`config.mk`:
```
export PLATFORM = sky130hd
export DESIGN_NAME = div_signed_stage_flat
export DESIGN_NICKNAME = d
export VERILOG_FILES = /design/src/rtl/div_signed_stage_if.sv /design/src/rtl/div_signed_stage.sv /design/src/flat_wrapper.sv
export SDC_FILE = /design/constraint.sdc
export NUM_CORES = 1
export LEC_CHECK = 0
export CAP_MARGIN = 0
export CORE_MARGIN = 10
export CORE_UTILIZATION = 39
export DETAILED_ROUTE_END_ITERATION = 8
export PLACE_DENSITY = 0.78
export SYNTH_ARGS = -nofsm -noshare
export SYNTH_HDL_FRONTEND = slang
export SYNTH_SLANG_ARGS = --single-unit
```
`constraint.sdc`:
```
create_clock -name clk -period 1.6 [get_ports clk]
set_input_delay 0.48 -clock clk [delete_from_list [all_inputs] [get_ports clk]]
set_output_delay 0.48 -clock clk [all_outputs]
set_load 0.05 [all_outputs]
```
`src/rtl/div_signed_stage_if.sv`:
```
// Handshake and divider-side bus of div_signed_stage: operand input, result output,
// and the magnitude/quotient link to the external combinational unsigned divider.
// master drives operands, out_ready and div_q; slave is the divider stage itself.
interface div_signed_stage_if #(
  parameter int N = 8,
  parameter int M = N
);
  logic         in_valid;
  logic         in_ready;
  logic [N-1:0] a;
  logic [M-1:0] b;
  logic [N-1:0] div_a;
  logic [M-1:0] div_b;
  logic [N-1:0] div_q;
  logic         out_valid;
  logic         out_ready;
  logic [N-1:0] q;
  logic         dbz;

  modport master (
    output in_valid, a, b, div_q, out_ready,
    input  in_ready, div_a, div_b, out_valid, q, dbz
  );

  modport slave (
    input  in_valid, a, b, div_q, out_ready,
    output in_ready, div_a, div_b, out_valid, q, dbz
  );
endinterface

```
`src/rtl/div_signed_stage.sv`:
```
// Purpose: two-stage wrapper around an external unsigned array divider; optional signed mode via DIV_SIGNED_EN.
// Latency: 2 cycles from input transfer to out_valid, one result per cycle when unstalled.
// Backpressure: result held stable while out_valid && !out_ready; S1 refills in the cycle it drains.
module div_signed_stage #(
  parameter int N = 8,
  parameter int M = N
) (
  input logic            clk,
  input logic            rst,
  div_signed_stage_if.slave bus
);

  // S1: operand magnitudes plus flags, feeding the divider
  logic         s1_valid;
  logic [N-1:0] s1_a;
  logic [M-1:0] s1_b;
  logic         s1_neg;
  logic         s1_dbz;

  // S2: final result
  logic         out_valid;
  logic [N-1:0] q_r;
  logic         dbz_r;

  // Magnitudes and sign of the incoming operand pair
  logic [N-1:0] a_mag;
  logic [M-1:0] b_mag;
  logic         neg_in;
  logic         dbz_in;

  logic s2_load;
  logic in_ready;

`ifdef DIV_SIGNED_EN
  // Two's complement magnitudes; the most-negative value maps onto itself,
  // which read as unsigned is exactly its magnitude.
  assign a_mag  = bus.a[N-1] ? ({N{1'b0}} - bus.a) : bus.a;
  assign b_mag  = bus.b[M-1] ? ({M{1'b0}} - bus.b) : bus.b;
  assign neg_in = bus.a[N-1] ^ bus.b[M-1];
`else
  assign a_mag  = bus.a;
  assign b_mag  = bus.b;
  assign neg_in = 1'b0;
`endif

  assign dbz_in = (bus.b == {M{1'b0}});

  // S2 takes S1 whenever the output slot is empty or being consumed now
  assign s2_load  = s1_valid && (!out_valid || bus.out_ready);
  assign in_ready = !s1_valid || s2_load;

  assign bus.in_ready  = in_ready;
  assign bus.div_a     = s1_a;
  assign bus.div_b     = s1_b;
  assign bus.out_valid = out_valid;
  assign bus.q         = q_r;
  assign bus.dbz       = dbz_r;

  // S1 capture: accept a new pair whenever the stage is free or draining
  always_ff @(posedge clk or posedge rst) begin
    if (rst) begin
      s1_valid <= 1'b0;
      s1_a     <= '0;
      s1_b     <= '0;
      s1_neg   <= 1'b0;
      s1_dbz   <= 1'b0;
    end else if (in_ready) begin
      s1_valid <= bus.in_valid;
      if (bus.in_valid) begin
        s1_a   <= a_mag;
        s1_b   <= b_mag;
        s1_neg <= neg_in;
        s1_dbz <= dbz_in;
      end
    end
  end

  // S2 result: force all-ones on divide-by-zero, otherwise apply the sign to div_q
  always_ff @(posedge clk or posedge rst) begin
    if (rst) begin
      out_valid <= 1'b0;
      q_r       <= '0;
      dbz_r     <= 1'b0;
    end else if (s2_load) begin
      out_valid <= 1'b1;
      if (s1_dbz) begin
        q_r   <= {N{1'b1}};
        dbz_r <= 1'b1;
      end else begin
        q_r   <= s1_neg ? ({N{1'b0}} - bus.div_q) : bus.div_q;
        dbz_r <= 1'b0;
      end
    end else if (bus.out_ready) begin
      out_valid <= 1'b0;
    end
  end

endmodule

```
`src/flat_wrapper.sv`:
```
// flat-port wrapper written by rule: the top's interface ports become plain ports
module div_signed_stage_flat 
#(
  parameter int N = 8,
  parameter int M = N
)
  (clk, rst, bus_in_valid, bus_a, bus_b, bus_div_q, bus_out_ready, bus_in_ready, bus_div_a, bus_div_b, bus_out_valid, bus_q, bus_dbz);
  div_signed_stage_if #(.N(N), .M(M)) bus_i ();
  input logic clk;
  input logic rst;
  input wire logic [$bits(bus_i.in_valid)-1:0] bus_in_valid;
  input wire logic [$bits(bus_i.a)-1:0] bus_a;
  input wire logic [$bits(bus_i.b)-1:0] bus_b;
  input wire logic [$bits(bus_i.div_q)-1:0] bus_div_q;
  input wire logic [$bits(bus_i.out_ready)-1:0] bus_out_ready;
  output wire logic [$bits(bus_i.in_ready)-1:0] bus_in_ready;
  output wire logic [$bits(bus_i.div_a)-1:0] bus_div_a;
  output wire logic [$bits(bus_i.div_b)-1:0] bus_div_b;
  output wire logic [$bits(bus_i.out_valid)-1:0] bus_out_valid;
  output wire logic [$bits(bus_i.q)-1:0] bus_q;
  output wire logic [$bits(bus_i.dbz)-1:0] bus_dbz;
  assign bus_i.in_valid = bus_in_valid;
  assign bus_i.a = bus_a;
  assign bus_i.b = bus_b;
  assign bus_i.div_q = bus_div_q;
  assign bus_i.out_ready = bus_out_ready;
  assign bus_in_ready = bus_i.in_ready;
  assign bus_div_a = bus_i.div_a;
  assign bus_div_b = bus_i.div_b;
  assign bus_out_valid = bus_i.out_valid;
  assign bus_q = bus_i.q;
  assign bus_dbz = bus_i.dbz;
  div_signed_stage #(.N(N), .M(M)) u_core (.clk(clk), .rst(rst), .bus(bus_i));
endmodule
```
==> results.sh <==
export IMPL_drc=0
export IMPL_cts_buffer_depth=2
export IMPL_crit_fanout=2
export IMPL_place_congestion=0.771
export IMPL_cts_sinks=28
export IMPL_dpl_hpwl_um=2660
export IMPL_crit_arrival_ns=1.15
export IMPL_grt_ovfl_total=0
export IMPL_fin_ws_ns=-0.0309
export IMPL_min_period_ns=1.63
export IMPL_drive_above_1_share_pct=42.7
export IMPL_p_leak_nw=0.967
export IMPL_synth_cell_type_count=17
export IMPL_clock_fmax_mhz=613
export IMPL_gr_usage_all_layers_pct=12.5
export IMPL_drv_cap=0
export IMPL_cts_tree="yes"
export IMPL_std_cell_rows=19
export IMPL_violations="setup timing"
export IMPL_avgSynthCellArea_um2=13.2
export IMPL_diodes=0
export IMPL_start_util_pct=40.7
export IMPL_hold_path_class="in2async"
export IMPL_yosysTopAreaCellShare_pct=62.4
export IMPL_ir_drop_uv=929
export IMPL_io_pins=55
export IMPL_yosysMostFrequentCell="dfrtp_1"
export IMPL_grt_pass1_wl_um=5240
export IMPL_fin_util_pct=76.9
export IMPL_cts_htree_levels=1
export IMPL_worst_endpoint_required_ns=1.12
export IMPL_path_class="reg2out"
export IMPL_cts_clk_slew_worst_paths_ns=0.16
export IMPL_timing_hold_violations_final=0
export IMPL_wl_per_cell_um=18.4
export IMPL_ys_top_cells_by_area="dfrtp_1 (62%), mux2_2 (16%), a21oi_1 (7.1%)"
export IMPL_synth_yosys_seq_area_share_pct=62.4
export IMPL_die_area_mm2=0.00543
export IMPL_fp_dieW_um=73.7
export IMPL_setup_violations=1
export IMPL_die_h_um=73.7
export IMPL_grt_pass1_vias=1017
export IMPL_place_ws_ns=-0.299
export IMPL_fill_cells=171
export IMPL_totalWireLength_um=3330
export IMPL_area_delta_synth_final_pct=88.8
export IMPL_synth_common_cells="dfrtp_1 (28), a21oi_1 (16), mux2_2 (16), nor2_1 (8), buf_6 (3)"
export IMPL_tightest_slew_ns=0.348
export IMPL_timing_slew_headroom_pct=76.6
export IMPL_root_buffer="clkbuf_4"
export IMPL_drtIter0Drc=57
export IMPL_rsz0062_at_grt="true"
export IMPL_firstDrtPassIters=4
export IMPL_ant_nets=0
export IMPL_final_nets=179
export IMPL_slew_viol_final=0
export IMPL_async_flop_share_pct=100
export IMPL_end_kind="output port"
export IMPL_fin_skew_ns=0.0133
export IMPL_numCtsBuffers=3
export IMPL_critPathLaunchType="flop"
export IMPL_yosys_warnings=0
export IMPL_status="complete, but fails checks"
export IMPL_cts_hold_buf=0
export IMPL_synth_nets=113
export IMPL_antenna_found_initial=0
export IMPL_syn_cell_area_mm2=0.00112
export IMPL_insertion_delay_ns=0.34
export IMPL_core_area_mm2=0.00276
export IMPL_ys_seq_elements=28
export IMPL_synth_area_leader_cell="dfrtp_1"
export IMPL_grt_max_degree=18
export IMPL_viasPerCell=5.05
export IMPL_finish_instance_area_mm2=0.00212
export IMPL_period_share_pct=102
export IMPL_p_per_area_mw_per_mm2=1150
export IMPL_synth_edf_count=0
export IMPL_ys_flop_type="dfrtp_1"
export IMPL_routed_via_count=914
export IMPL_synthCells=85
export IMPL_placed_area_mm2=0.00205
export IMPL_port_buffers=54
metrics by stage:
stage,setup TNS [ns],total power [mW],hold slack [ns],instances
3_5_place_dp,-4.61,1.98,0.566,175
6_report,-0.0309,2.43,0.451,181
5_1_grt,-0.0835,2.52,0.471,181
4_1_cts,-0.0176,2.45,0.464,181
3_3_place_gp,-4.42,1.96,0.555,175
2_1_floorplan,-4.86,1.39,0.545,85
power breakdown:
part,switching (mW),internal [mW],leakage [nW],total [mW]
Clock,0.212,0.254,0.0279,0.466
Sequential,0.109,0.803,0.323,0.912
Combinational,0.507,0.546,0.616,1.05
Total,0.828,1.60,0.967,2.43
layout make-up:
cell class              instances  area (um2)  share of cell area (%)
clock inverters                 1        30.0                    1.42
clock buffers                   3        22.5                    1.06
flip-flops and latches         28         702                    33.1
well taps                      31        38.8                    1.83
inverters                       1        3.75                   0.177
multi-input cells              51         419                    19.8
repair buffers                 66         905                    42.7
placed cells by master, fill, tap and decap left out:
cell             count
mux2_4              11
a21oi_1             16
a21bo_2              1
nand4_1              1
clkdlybuf4s15_1      1
dfrtp_1             27
or2b_1               1
clkbuf_4             3
mux2_2               6
buf_12              27
nand2b_1             2
buf_4               11
nand3b_1             1
dfrtp_2              1
nand2_4              1
and2_4               1
inv_1                1
nor4_1               2
nor2_1               8
clkdlybuf4s50_1     26
bufinv_16            1
buf_6                1
registers in the layout (all words and copies together), names as in the netlist:
name and cells:
u_core.bus.div_a 8, u_core.s1_dbz 1, u_core.bus.dbz 1, u_core.s1_valid 1, u_core.bus.q 8, u_core.bus.out_valid 1, u_core.bus.div_b 8
path summary, 6_finish.rpt:
kind                                                   from                              end  slack, ns  cells past startpoint
setup / recovery           u_core.bus.out_valid$_DFFE_PP0P_                     bus_in_ready      -0.03                      3
min in group clk            u_core.bus.div_a[2]$_DFFE_PP0P_  u_core.bus.div_a[2]$_DFFE_PP0P_       0.60                      1
hold reg to reg             u_core.bus.div_a[2]$_DFFE_PP0P_  u_core.bus.div_a[2]$_DFFE_PP0P_       0.60                      1
hold / removal                                          rst  u_core.bus.div_a[4]$_DFFE_PP0P_       0.45                      3
max in group asynchronous                               rst       u_core.bus.dbz$_DFFE_PP0P_       0.96                      3
setup reg to reg                u_core.s1_valid$_DFFE_PP0P_  u_core.bus.div_a[5]$_DFFE_PP0P_       0.21                      4
per-layer routing:
layer / global-route usage [%] / vias up / part of all wire, %
li1: - / 425 / -
met4: 3.73 / 0 / 1.1
met3: 7.27 / 4 / 12
met2: 20.6 / 39 / 51
met5: 0 / - / 0
met1: 13.2 / 446 / 36
logic make-up after synthesis:
logic type,synth area share (%)
AOI/OAI and AO/OA,8.02
buffers and inverters,4.12
DFF,62.4
muxes,17.4
and+or+nand+nor,8.13
repair_timing:
item	4_1_cts	5_1_grt
gates cloned	0	0
setup buffers	2	0
endpoints found under the setup margin	1	1
gates resized for setup	3	0
worst max-delay path, stage by stage, from the launching register on:
cell and delay [ns]:
dfrtp_2 0.43, nand3b_1 0.13, buf_6 0.12, buf_12 0.12
Power figures use the tool's default switching activity.
